$ cat config.mk
export PLATFORM = sky130hd
export DESIGN_NAME = am_demod_sequencer
export DESIGN_NICKNAME = d
export VERILOG_FILES = /design/src/rtl/am_demod_sequencer.sv
export SDC_FILE = /design/constraint.sdc
export NUM_CORES = 1
export LEC_CHECK = 0
export CAP_MARGIN = 20
export CORE_MARGIN = 5
export CORE_UTILIZATION = 55
export DETAILED_ROUTE_END_ITERATION = 7
export GPL_TIMING_DRIVEN = 0
export PLACE_DENSITY = 0.78
export SYNTH_ARGS = -nofsm -noshare
export SYNTH_HDL_FRONTEND = slang
export SYNTH_SLANG_ARGS = --single-unit
$ cat constraint.sdc
create_clock -name clk -period 6.7 [get_ports clk]
set_input_delay 1.34 -clock clk [delete_from_list [all_inputs] [get_ports clk]]
set_output_delay 1.34 -clock clk [all_outputs]
set_load 0.01 [all_outputs]
$ cat src/rtl/am_demod_sequencer.sv
// rtl/am_demod_sequencer.sv - AM demodulator magnitude sequencer: shared-multiplier I^2+Q^2 and bit-serial sqrt
module am_demod_sequencer #(
    parameter int OUT_SHIFT = 7
) (
    input  logic        clk,
    input  logic        reset,
    input  logic        clkData,
    input  logic [7:0]  I_in,
    input  logic [7:0]  Q_in,
    output logic [15:0] d_out,
    output logic        d_valid,
    output logic        busy,
    output logic        overrun
);

    typedef enum logic [2:0] {IDLE, SQI, SQQ, SQRT, DONE} state_t;

    state_t      state_q, state_d;
    logic        clkData_q;
    logic [7:0]  i_q, i_d, q_q, q_d;
    logic [14:0] acc_q, acc_d;
    logic [15:0] rad_q, rad_d;
    logic [7:0]  root_q, root_d;
    logic [9:0]  rem_q, rem_d;
    logic [2:0]  iter_q, iter_d;
    logic [15:0] d_out_q, d_out_d;
    logic        d_valid_q, d_valid_d;
    logic        overrun_q, overrun_d;

    logic        sample_edge;
    logic [7:0]  mul_a;
    logic [15:0] mul_ext;
    logic [15:0] prod;
    logic [11:0] rem_sh;
    logic [11:0] trial;
    logic        trial_fits;
    logic [11:0] rem_diff;
    logic        unused_rem_hi;

    assign sample_edge = clkData & ~clkData_q;

    // Single shared multiplier; the operand mux picks I while squaring I, Q otherwise
    assign mul_a   = (state_q == SQI) ? i_q : q_q;
    assign mul_ext = {{8{mul_a[7]}}, mul_a};
    assign prod    = $unsigned($signed(mul_ext) * $signed(mul_ext));

    // Restoring sqrt step: bring down two radicand bits, try subtracting (4*root + 1)
    assign rem_sh     = {rem_q, rad_q[15:14]};
    assign trial      = {2'b00, root_q, 2'b01};
    assign trial_fits = (rem_sh >= trial);
    assign rem_diff   = trial_fits ? (rem_sh - trial) : rem_sh;
    // Remainder never exceeds 2*root, so the top two bits are always zero
    assign unused_rem_hi = ^rem_diff[11:10];

    // Next-state and datapath update for the sequencer
    always_comb begin
        state_d   = state_q;
        i_d       = i_q;
        q_d       = q_q;
        acc_d     = acc_q;
        rad_d     = rad_q;
        root_d    = root_q;
        rem_d     = rem_q;
        iter_d    = iter_q;
        d_out_d   = d_out_q;
        d_valid_d = 1'b0;
        overrun_d = sample_edge && (state_q != IDLE);
        case (state_q)
            IDLE: begin
                if (sample_edge) begin
                    i_d     = I_in;
                    q_d     = Q_in;
                    state_d = SQI;
                end
            end
            SQI: begin
                acc_d   = prod[14:0];
                state_d = SQQ;
            end
            SQQ: begin
                rad_d   = {1'b0, acc_q} + prod;
                root_d  = 8'd0;
                rem_d   = 10'd0;
                iter_d  = 3'd7;
                state_d = SQRT;
            end
            SQRT: begin
                rad_d  = {rad_q[13:0], 2'b00};
                root_d = {root_q[6:0], trial_fits};
                rem_d  = rem_diff[9:0];
                iter_d = iter_q - 3'd1;
                if (iter_q == 3'd0) begin
                    state_d = DONE;
                end
            end
            DONE: begin
                d_out_d   = {8'b0, root_q} << OUT_SHIFT;
                d_valid_d = 1'b1;
                state_d   = IDLE;
            end
            default: state_d = IDLE;
        endcase
    end

    // State and datapath registers; clkData_q resets high so a strobe already high is not an edge
    always_ff @(posedge clk) begin
        if (reset) begin
            state_q   <= IDLE;
            clkData_q <= 1'b1;
            i_q       <= 8'd0;
            q_q       <= 8'd0;
            acc_q     <= 15'd0;
            rad_q     <= 16'd0;
            root_q    <= 8'd0;
            rem_q     <= 10'd0;
            iter_q    <= 3'd0;
            d_out_q   <= 16'd0;
            d_valid_q <= 1'b0;
            overrun_q <= 1'b0;
        end else begin
            state_q   <= state_d;
            clkData_q <= clkData;
            i_q       <= i_d;
            q_q       <= q_d;
            acc_q     <= acc_d;
            rad_q     <= rad_d;
            root_q    <= root_d;
            rem_q     <= rem_d;
            iter_q    <= iter_d;
            d_out_q   <= d_out_d;
            d_valid_q <= d_valid_d;
            overrun_q <= overrun_d;
        end
    end

    assign d_out   = d_out_q;
    assign d_valid = d_valid_q;
    assign overrun = overrun_q;
    assign busy    = (state_q != IDLE);

endmodule

# Word level (Yosys, flattened, before mapping)
# Index checks and enable logic that the tools add are counted.
# classes
n_mul,1
n_mux,10
shift,0
n_bitwise,2
add_sub_neg,3
n_reduce_logical,7
eq_ne,6
n_div,0
order_cmp,1
# ops
op,count
$pmux 16 s2,1
$pmux 10 s2,1
$add 15x16->16,1
$mul 8x8->16,1
$pmux 8 s2,1
$ge 12x10->1,1
$pmux 3 s4,1
$mux 10,1
$sub 10x10->10,1
$mux 8,1
$eq 3x2->1 const B,2
$logic_not 3->1,2
$mux 3,2
$pmux 3 s2,1
$ne 2x2->1 const B,2
$reduce_and 2->1,2
$eq 3x1->1 const B,1
$eq 3x3->1 const B,1
$reduce_bool 3->1,1
$sub 3x1->3 const B,1
$reduce_bool 2->1,1
$and 1x1->1,1
$logic_and 1x1->1,1
$mux 1,1
$not 1->1,1
# word_totals
reg_bits,82
memories,0
mem_bits_ro,0
latch_bits,0
ram_bits,0
inputBits,19
out_inout_bits,19
word_cells,42

# Logic depth before layout (Yosys ltp)
# Gate-level depths: netlist of the first run.
# logic_depth
ltp_word,5
ltp_mapped,31
mapped_depth_nobuf,29

# Least setup slack after synthesis of the first run
# OpenSTA, ideal clock, no wires.
# synth_timing
kind,flip-flop to flip-flop
startpoint,register state_q[2]
endpoint,register rad_q[15]
t_arrival_ns,6.048
stages_incl_launch_ff,27
t_required_ns,6.570
slack_ns,0.522
path_cell_list,dfxtp_1 -> buf_2 -> nor2_1 -> and2_1 -> buf_2 -> nand2_1 -> nand2_1 -> inv_1 -> nor2_1 -> fa_1 -> inv_1 -> fa_1 -> fa_1 -> fa_1 -> inv_1 -> ha_1 -> and2_1 -> a22o_1 -> a311oi_1 -> xnor2_1 -> ha_1 -> a21oi_1 -> o21ai_0 -> nor3b_1 -> xnor2_1 -> xnor2_1 -> o22ai_1
# synth_via
elab_chain_cells,5
word_cells_on_any_way,8
classes_between,add/sub (1); mul (1); eq/ne (3); mux (2); reduce/logical (1)
# synth_rtl
item,line_no,rtl
from (decl),18,"state_t state_q, state_d;"
from (signal assigned),121,state_q <= state_d;
$eq 3x1->1,43,assign mul_a = (state_q == SQI) ? i_q : q_q;
$mux 8,43,
$mul 8x8->16,45,assign prod = $unsigned($signed(mul_ext) * $signed(mul_ext));
net prod[14],33,logic [15:0] prod;
$add 15x16->16,81,"rad_d = {1'b0, acc_q} + prod;"
$pmux 16 s2,68,case (state_q)
to (signal assigned),126,rad_q <= rad_d;
to (decl),22,"logic [15:0] rad_q, rad_d;"
# The timed path passes the listed nets, and every way through them passes these cells.
# A chain may end at the register's enable or synchronous reset.

# Final worst setup path of the first run
# Same ends and word-level chain as after synthesis.

==> results by group, run 1 <==
Flow run
  • Max-Cap Viols: 0

Route
  • Final wirelength: 14800 microns
  • Routed wire per std cell: 14.9 microns
  • Vias: 5446
  • Via density: 5.49
  • Detailed Routing Iterations Pass 1: 7
  • Post-route ant nets: 0
  • Remaining DRCs: 0
  • DR iter-0 viols: 471

Setup path
  • Startpoint class of the critical path: register
  • Worst r2r dst: rad_q[15]$_SDFFE_PP0N_
  • Crit path kind: register to register
  • Critical Path End Type: register
  • Slowest-stage cell, CP: fa_1
  • Slowest stage delay, CP: 0.55 ns
  • Worst-path fanout max: 10
  • R2R depth: 29
  • CP arrival: 6.68 ns
  • Reg2reg setup slack: 0.22 ns
  • Required time of the worst setup path: 6.90 ns
  • Origin of the critical flop-to-flop path: state_q[2]$_SDFFE_PP0P_

Yosys
  • Cell variety after synth: 58
  • Syn Inst Count: 777
  • YS warnings: 0
  • Register bit count reported by yosys: 81
  • Top-count cell post-synth: nand2_1
  • Compound-Gate Fraction of Synth Area: 0.153
  • Async set or reset register ratio after synthesis: 0
  • Xor and xnor fraction of the mapped netlist area: 0.0504
  • Area leader, netlist: dfxtp_1
  • Post-synth EDFFs: 0
  • Post-synthesis mux area share: 0.0204
  • Synthesized area: 6260 sq um
  • Adder-cell share of the synthesized area: 0.252
  • Largest family of logic cells by synthesized area: adder cells
  • Top_reg_cell synth: dfxtp_1
  • Share of the synthesized area in the top cell type: 0.259
  • Simple logic cell fraction of the synthesized area: 0.172
  • Post-synthesis sequential area ratio: 0.259
  • Avg Cell Area, Syn: 8.06 sq um
  • Synth area leaders: dfxtp_1 (26%), fa_1 (14%), ha_1 (11%)
  • Synth cell count leaders: nand2_1 (133), inv_1 (106), dfxtp_1 (81)

Place
  • Port buffer count: 29
  • Hpwl dp: 11100 microns
  • Post-placement cell area: 6760 sq um
  • Pre-CTS WS: -0.506 ns
  • Placed cell count: 956
  • RD Place Congestion: 0.866

Clocking
  • Clock buffer depth: 2
  • Total CTS buffers: 9
  • # clock sinks: 81
  • H-tree depth: 3
  • Reg clk slew, reported paths: 0.06 ns
  • CTS tree: built
  • Clk root buf: clkbuf_16
  • Clk Latency, worst-skew pair: 0.34 ns
  • # hold bufs at CTS: 0

STA
  • Hold Vio Cnt, Final: 0
  • Fin. max-slew vios: 0
  • Tcrit/Tclk final: 0.967
  • Final Worst Setup Slack: 0.224 ns
  • Worst-margin pin slew: 0.737 ns
  • Sum Neg Setup Slack: 0 ns
  • Rel. slew slack: 0.507
  • Hold Slack: 0.460 ns
  • Clock skew: 0.00484 ns
  • Fmax achieved: 154 MHz
  • Minimum clock period: 6.48 ns
  • # setup viols final: 0

Worst hold path
  • Worst Hold Endpoint: q_q[0]$_SDFFE_PP0P_
  • Hold path start: q_q[0]$_SDFFE_PP0P_
  • Hold Path Class: register to register
  • Min-Delay Path Depth: 2

Global route
  • Met3 GRT Util: 0.0326
  • Global route overflow: 0
  • Initial antenna violation count: 0
  • GR peak layer: met2
  • First-pass GRT wire length: 23600 microns
  • Largest net degree at the start of global routing: 15
  • Total GRT Usage: 0.216
  • Met2 Usage GRT: 0.369
  • M1 GR Usage: 0.277
  • Vias in the first global route: 5205

Die
  • Die X: 117 microns
  • Initial Util: 0.555
  • # IOs: 38
  • Die height: 117 microns
  • Core area: 11300 sq um
  • Die area: 13600 sq um
  • Rows: 39

Cells and area
  • Share of layout cells above drive strength 1: 0.128
  • # nets final: 962
  • Final cell count without fillers: 992
  • Final Instance Area: 7450 sq um
  • Util after Layout: 0.661
  • Antenna cell count: 0
  • Synthesis-to-layout area growth: 19.0%

Power
  • Leakage power: 3.17 nW
  • Pwr dens: 169 nW/um^2
  • Pwr Total: 1.26 mW
  • Worst VDD drop: 150 uV

Outcome
  • Outcome: completed
## logic make-up (layout without fill, tap and decap cells)
kind of cell | Yosys count | count (layout)
AND/OR/NAND/NOR | 249 | 249
AO/OA/AOI/OAI | 156 | 156
buffers and inverters | 143 | 208
adder cells (fa/ha/maj) | 99 | 99
flip-flops | 81 | 81
XOR/XNOR | 36 | 36
multiplexers | 12 | 12
other | 1 | 8
## report_power, final
| group | leakage (nW) | switching [mW] | total [mW] | internal [mW] |
|---|---|---|---|---|
| clock | 0.145 | 0.206 | 0.506 | 0.299 |
| combinational | 2.37 | 0.144 | 0.245 | 0.102 |
| sequential | 0.656 | 0.0111 | 0.509 | 0.498 |
| total | 3.17 | 0.361 | 1.26 | 0.899 |
## state kept, by name, indices dropped and copies added (netlist names)
register	cells
rad_q	16
acc_q	14
rem_q	10
d_out	8
i_q	8
q_q	8
root_q	8
iter_q	3
state_q	3
clkData_q	1
d_valid	1
overrun	1
## metal layers
layer,vias up,part of all wire
li1,2644,-
met1,2606,0.41
met2,166,0.51
met3,30,0.054
met4,0,0.019
met5,-,0
## cell usage in the layout, fill, tap and decap left out, types with 10 or more instances in the layout
cell type	Yosys	layout
ha_1	54	50
clkdlybuf4s50_1	0	29
dfxtp_1	81	80
fa_1	45	44
clkbuf_1	19	19
nand2_1	133	129
xnor2_1	30	27
a21oi_1	70	67
inv_1	106	100
buf_4	8	28
nand3_1	15	15
o21ai_0	22	22
nor3_1	10	10
nor2_1	59	49
## repair_timing
| action | 4_1_cts | 5_1_grt |
|---|---|---|
| setup buffers | 1 | 19 |
| pin swaps | 0 | 18 |
| resized for setup | 17 | 40 |
| endpoints found under the setup margin | 4 | 5 |
## worst max-delay path: cells and delay by family, from the launching register on
family / cells / cell delay (ns)
xor gates and xnor gates: 3 / 0.53
AOI/OAI and AO/OA: 4 / 0.84
buffers and inverters: 7 / 0.82
adders and majority gates: 6 / 2.69
DFF: 1 / 0.31
and+or+nand+nor: 9 / 1.13
## worst max path at each step
stage	startpoint	to	slack, ns	depth (start not counted)
finish	state_q[2]$_SDFFE_PP0P_	rad_q[15]$_SDFFE_PP0N_	0.22	29
detailed placement	state_q[1]$_SDFFE_PP0P_	rad_q[15]$_SDFFE_PP0N_	-0.51	26
global route	state_q[2]$_SDFFE_PP0P_	rad_q[15]$_SDFFE_PP0N_	-0.13	29
CTS	state_q[2]$_SDFFE_PP0P_	rad_q[15]$_SDFFE_PP0N_	0.007	27
floorplan	state_q[2]$_SDFFE_PP0P_	rad_q[15]$_SDFFE_PP0N_	0.52	26
global placement	state_q[1]$_SDFFE_PP0P_	rad_q[15]$_SDFFE_PP0N_	-0.41	24
## final cells by class
cell class                      instances  area, sq um
Multi-Input combinational cell        560         4300
Fill cell                             900         3820
Sequential cell                        81         1620
Timing Repair Buffer                   49          440
Inverter                              106          405
Clock buffer                           10          239
Buffer                                 37          199
Tap cell                              143          179
Clock inverter                          6         67.6
Note: power is estimated with default switching activity, not from simulation.
==> run 2, diff against run 1 <==
--- a/config.mk
+++ b/config.mk
@@ -8,6 +8,7 @@
 export CAP_MARGIN = 20
 export CORE_MARGIN = 5
 export CORE_UTILIZATION = 55
+export CTS_CLUSTER_DIAMETER = 60
 export DETAILED_ROUTE_END_ITERATION = 7
 export GPL_TIMING_DRIVEN = 0
 export PLACE_DENSITY = 0.78
==> results of run 2 <==
Final layout, timing and power as in run 1 (identical DEF).
==> run 3, diff against run 2 <==
--- a/config.mk
+++ b/config.mk
@@ -5,13 +5,14 @@
 export SDC_FILE = /design/constraint.sdc
 export NUM_CORES = 1
 export LEC_CHECK = 0
+export ABC_AREA = 1
 export CAP_MARGIN = 20
 export CORE_MARGIN = 5
 export CORE_UTILIZATION = 55
 export CTS_CLUSTER_DIAMETER = 60
 export DETAILED_ROUTE_END_ITERATION = 7
 export GPL_TIMING_DRIVEN = 0
-export PLACE_DENSITY = 0.78
+export PLACE_DENSITY = 0.77
 export SYNTH_ARGS = -nofsm -noshare
 export SYNTH_HDL_FRONTEND = slang
 export SYNTH_SLANG_ARGS = --single-unit
==> run 3 against run 2 <==
Net effect: worst hold slack gained 0.0020 ns; first-iteration DRC count grew 1.7%; fmax grew 3.2%; clock skew grew 0.0026 ns; die area grew 6.7%; sequential power grew 5.3%; wire length grew 2.2%; via count grew 8.7%; sequential share of layout area shrank 0.58 points; setup slack gained 0.20 ns; global-route usage shrank 0.17 points; register-to-register slack gained 0.20 ns.
==> results by group, run 3 <==
Power
  • Leakage power: 3.75 nW (was 3.17 nW)
  • Switching power: 0.523 mW (was 0.361 mW)
  • Pwr dens: 203 nW/um^2 (was 169 nW/um^2)
  • Sequential share of power: 0.345 (was 0.404)
  • Clock power frac: 0.349 (was 0.401)
  • Logic pwr share: 0.306 (was 0.195)
  • Sw frac: 0.337 (was 0.287)
  • Worst VDD drop: 168 uV (was 150 uV)
  • Int Power: 1.03 mW (was 0.899 mW)

Die
  • Die X: 121 microns (was 117 microns)
  • Die area: 14500 sq um (was 13600 sq um)
  • # IOs: 38 (unchanged)
  • Core area: 12000 sq um (was 11300 sq um)
  • Die height: 121 microns (was 117 microns)
  • Initial Util: 0.559 (was 0.555)
  • Rows: 40 (was 39)

Clocking
  • Reg clk slew, reported paths: 0.06 ns (about the same)
  • # hold bufs at CTS: 0 (unchanged)
  • H-tree depth: 3 (unchanged)
  • # clock sinks: 81 (unchanged)
  • Clk root buf: clkbuf_16 (unchanged)
  • Clock buffer depth: 2 (unchanged)
  • Clk Latency, worst-skew pair: 0.34 ns (about the same)
  • Total CTS buffers: 9 (unchanged)
  • CTS tree: built (unchanged)

Cells and area
  • Reg with most FFs: rad_q (unchanged)
  • Most frequent cells in the layout: nand2_1 (196), inv_1 (179), dfxtp_1 (80) (was nand2_1 (129), inv_1 (100), dfxtp_1 (80))
  • Util after Layout: 0.637 (was 0.661)
  • Share of layout cells above drive strength 1: 0.0879 (was 0.128)
  • Top Registers: rad_q x16, acc_q x14, rem_q x10 (unchanged)
  • FF+latch area: 1620 sq um (unchanged)
  • Final cell count without fillers: 1148 (was 992)
  • Commonest non-fill, non-tap cell in the layout: nand2_1 (unchanged)
  • Fillers: 1041 (was 900)
  • Multi-input gate area: 4270 sq um (was 4300 sq um)
  • Max reg flops: 16 (unchanged)
  • Final Instance Area: 7650 sq um (was 7450 sq um)
  • Antenna cell count: 0 (unchanged)
  • # nets final: 1114 (was 962)
  • Synthesis-to-layout area growth: 13.9% (was 19.0%)

Yosys
  • Synthesized area: 6720 sq um (was 6260 sq um)
  • Synth area leaders: dfxtp_1 (24%), fa_1 (13%), nand2_1 (11%) (was dfxtp_1 (26%), fa_1 (14%), ha_1 (11%))
  • Avg Cell Area, Syn: 7.13 sq um (was 8.06 sq um)
  • YS warnings: 0 (unchanged)
  • Register bit count reported by yosys: 81 (unchanged)
  • Async set or reset register ratio after synthesis: 0 (unchanged)
  • Top-count cell post-synth: nand2_1 (unchanged)
  • Share of the synthesized area in the top cell type: 0.241 (was 0.259)
  • Cell variety after synth: 45 (was 58)
  • Area leader, netlist: dfxtp_1 (unchanged)
  • Post-synthesis sequential area ratio: 0.241 (was 0.259)
  • Syn Inst Count: 942 (was 777)
  • Top_reg_cell synth: dfxtp_1 (unchanged)
  • Synth cell count leaders: nand2_1 (196), inv_1 (183), dfxtp_1 (81), nor2_1 (81), a21oi_1 (73) (was nand2_1 (133), inv_1 (106), dfxtp_1 (81))
  • Post-synth EDFFs: 0 (unchanged)

Route
  • Routed wire per std cell: 13.2 microns (was 14.9 microns)
  • Via density: 5.16 (was 5.49)
  • Detailed Routing Iterations Pass 1: 5 (was 7)
  • Vias: 5920 (was 5446)
  • Post-route ant nets: 0 (unchanged)
  • DR iter-0 viols: 479 (was 471)
  • Remaining DRCs: 0 (unchanged)
  • Final wirelength: 15200 microns (was 14800 microns)

Setup path
  • CP arrival: 6.54 ns (was 6.68 ns)
  • Slowest stage delay, CP: 0.55 ns (about the same)
  • Critical Path End Type: register (unchanged)
  • Required time of the worst setup path: 6.96 ns (was 6.90 ns)
  • Reg2reg setup slack: 0.42 ns (was 0.22 ns)
  • Startpoint class of the critical path: register (unchanged)
  • Crit path kind: register to register (unchanged)
  • Worst-path fanout max: 10 (unchanged)
  • Slowest-stage cell, CP: fa_1 (unchanged)
  • Most frequent CP cell: inv_1

Global route
  • Vias in the first global route: 5639 (was 5205)
  • Largest net degree at the start of global routing: 15 (unchanged)
  • Global route overflow: 0 (unchanged)
  • First-pass GRT wire length: 25800 microns (was 23600 microns)
  • Total GRT Usage: 0.214 (was 0.216)
  • Initial antenna violation count: 0 (unchanged)

Outcome
  • Outcome: completed (unchanged)

Place
  • Port buffer count: 28 (was 29)
  • Hpwl dp: 12100 microns (was 11100 microns)
  • Placed cell count: 1124 (was 956)
  • Post-placement cell area: 7210 sq um (was 6760 sq um)
  • RD Place Congestion: 0.862 (was 0.866)

STA
  • Clock skew: 0.00747 ns (was 0.00484 ns)
  • Sum Neg Setup Slack: 0 ns (unchanged)
  • RSZ-0062 raised after global routing: false
  • # setup viols final: 0 (unchanged)
  • Minimum clock period: 6.28 ns (was 6.48 ns)
  • Hold Vio Cnt, Final: 0 (unchanged)
  • Fin. max-slew vios: 0 (unchanged)
  • Rel. slew slack: 0.630 (was 0.507)
  • Fmax achieved: 159 MHz (was 154 MHz)
  • Tcrit/Tclk final: 0.937 (was 0.967)
  • Worst-margin pin slew: 0.555 ns (was 0.737 ns)

Worst hold path
  • Hold Path Class: register to register (unchanged)

Flow run
  • Max-Cap Viols: 0 (unchanged)
[run 3: area by class of cell]
cell class / count / area share
Timing Repair Buffer: 35 / 0.0435
Sequential cell: 81 / 0.212
Multi-Input combinational cell: 644 / 0.558
Tap cell: 147 / 0.0240
Inverter: 190 / 0.0937
Clock inverter: 6 / 0.0118
Timing Repair inverter: 1 / 0.000654
Clock buffer: 10 / 0.0312
Buffer: 34 / 0.0257
[run 3: path summary, 6_finish.rpt]
| kind | startpoint | to | cells past startpoint |
|---|---|---|---|
| setup / recovery | state_q[0]$_SDFFE_PP0P_ | rad_q[15]$_SDFFE_PP0N_ | 32 |
| hold reg to reg | root_q[7]$_SDFFE_PP0N_ | root_q[7]$_SDFFE_PP0N_ | 2 |
| hold / removal | root_q[7]$_SDFFE_PP0N_ | root_q[7]$_SDFFE_PP0N_ | 2 |
| setup reg to reg | state_q[0]$_SDFFE_PP0P_ | rad_q[15]$_SDFFE_PP0N_ | 32 |
[run 3: power groups by stage]
stage | logic (mW) | registers (mW) | clock network (mW)
after floorplan | 0.349 | 0.542 | 0
after global placement | 0.448 | 0.545 | 0
after detailed placement | 0.455 | 0.546 | 0
after CTS | 0.461 | 0.536 | 0.546
after global routing | 0.540 | 0.540 | 0.564
final | 0.475 | 0.536 | 0.542
[run 3: what timing repair did]
| action | 4_1_cts | 5_1_grt |
|---|---|---|
| resized for setup | 0 | 18 |
| setup buffers | 0 | 7 |
| setup endpoints to repair | 0 | 7 |
[run 3: logic make-up (layout without fill, tap and decap cells)]
kind of cell,count (synthesis),in the layout,share of synthesized area
other,1,8,0.000558
flip-flops,81,81,0.241
AND/OR/NAND/NOR,354,354,0.222
buffers and inverters,224,276,0.135
XOR/XNOR,18,18,0.0235
AO/OA/AOI/OAI,165,165,0.143
adder cells (fa/ha/maj),99,99,0.235
[run 3: critical path: cells and delay by family (launching register included)]
kind	cells	cell delay, ns
xor+xnor	1	0.20
buf+inv	10	0.83
flops	1	0.35
simple gates	8	0.86
fa+ha+maj	6	2.77
compound gates	7	1.17
[run 3: layer usage]
| metal | part of all wire | global-route usage | up-vias |
|---|---|---|---|
| met5 | 0 | 0 | - |
| met4 | 0.013 | 0.0559 | 0 |
| met3 | 0.029 | 0.0304 | 14 |
| met2 | 0.49 | 0.363 | 90 |
| met1 | 0.47 | 0.289 | 2766 |
| li1 | - | - | 3050 |
[run 3: metrics by stage]
stage               total power [mW]  hold slack [ns]  setup WS (ns)
detailed placement              1.00            0.456          0.134
global placement               0.993            0.450          0.203
CTS                             1.54            0.465         0.0974
global route                    1.64            0.497        0.00983
finish                          1.55            0.462          0.424
floorplan                      0.890            0.430          0.933
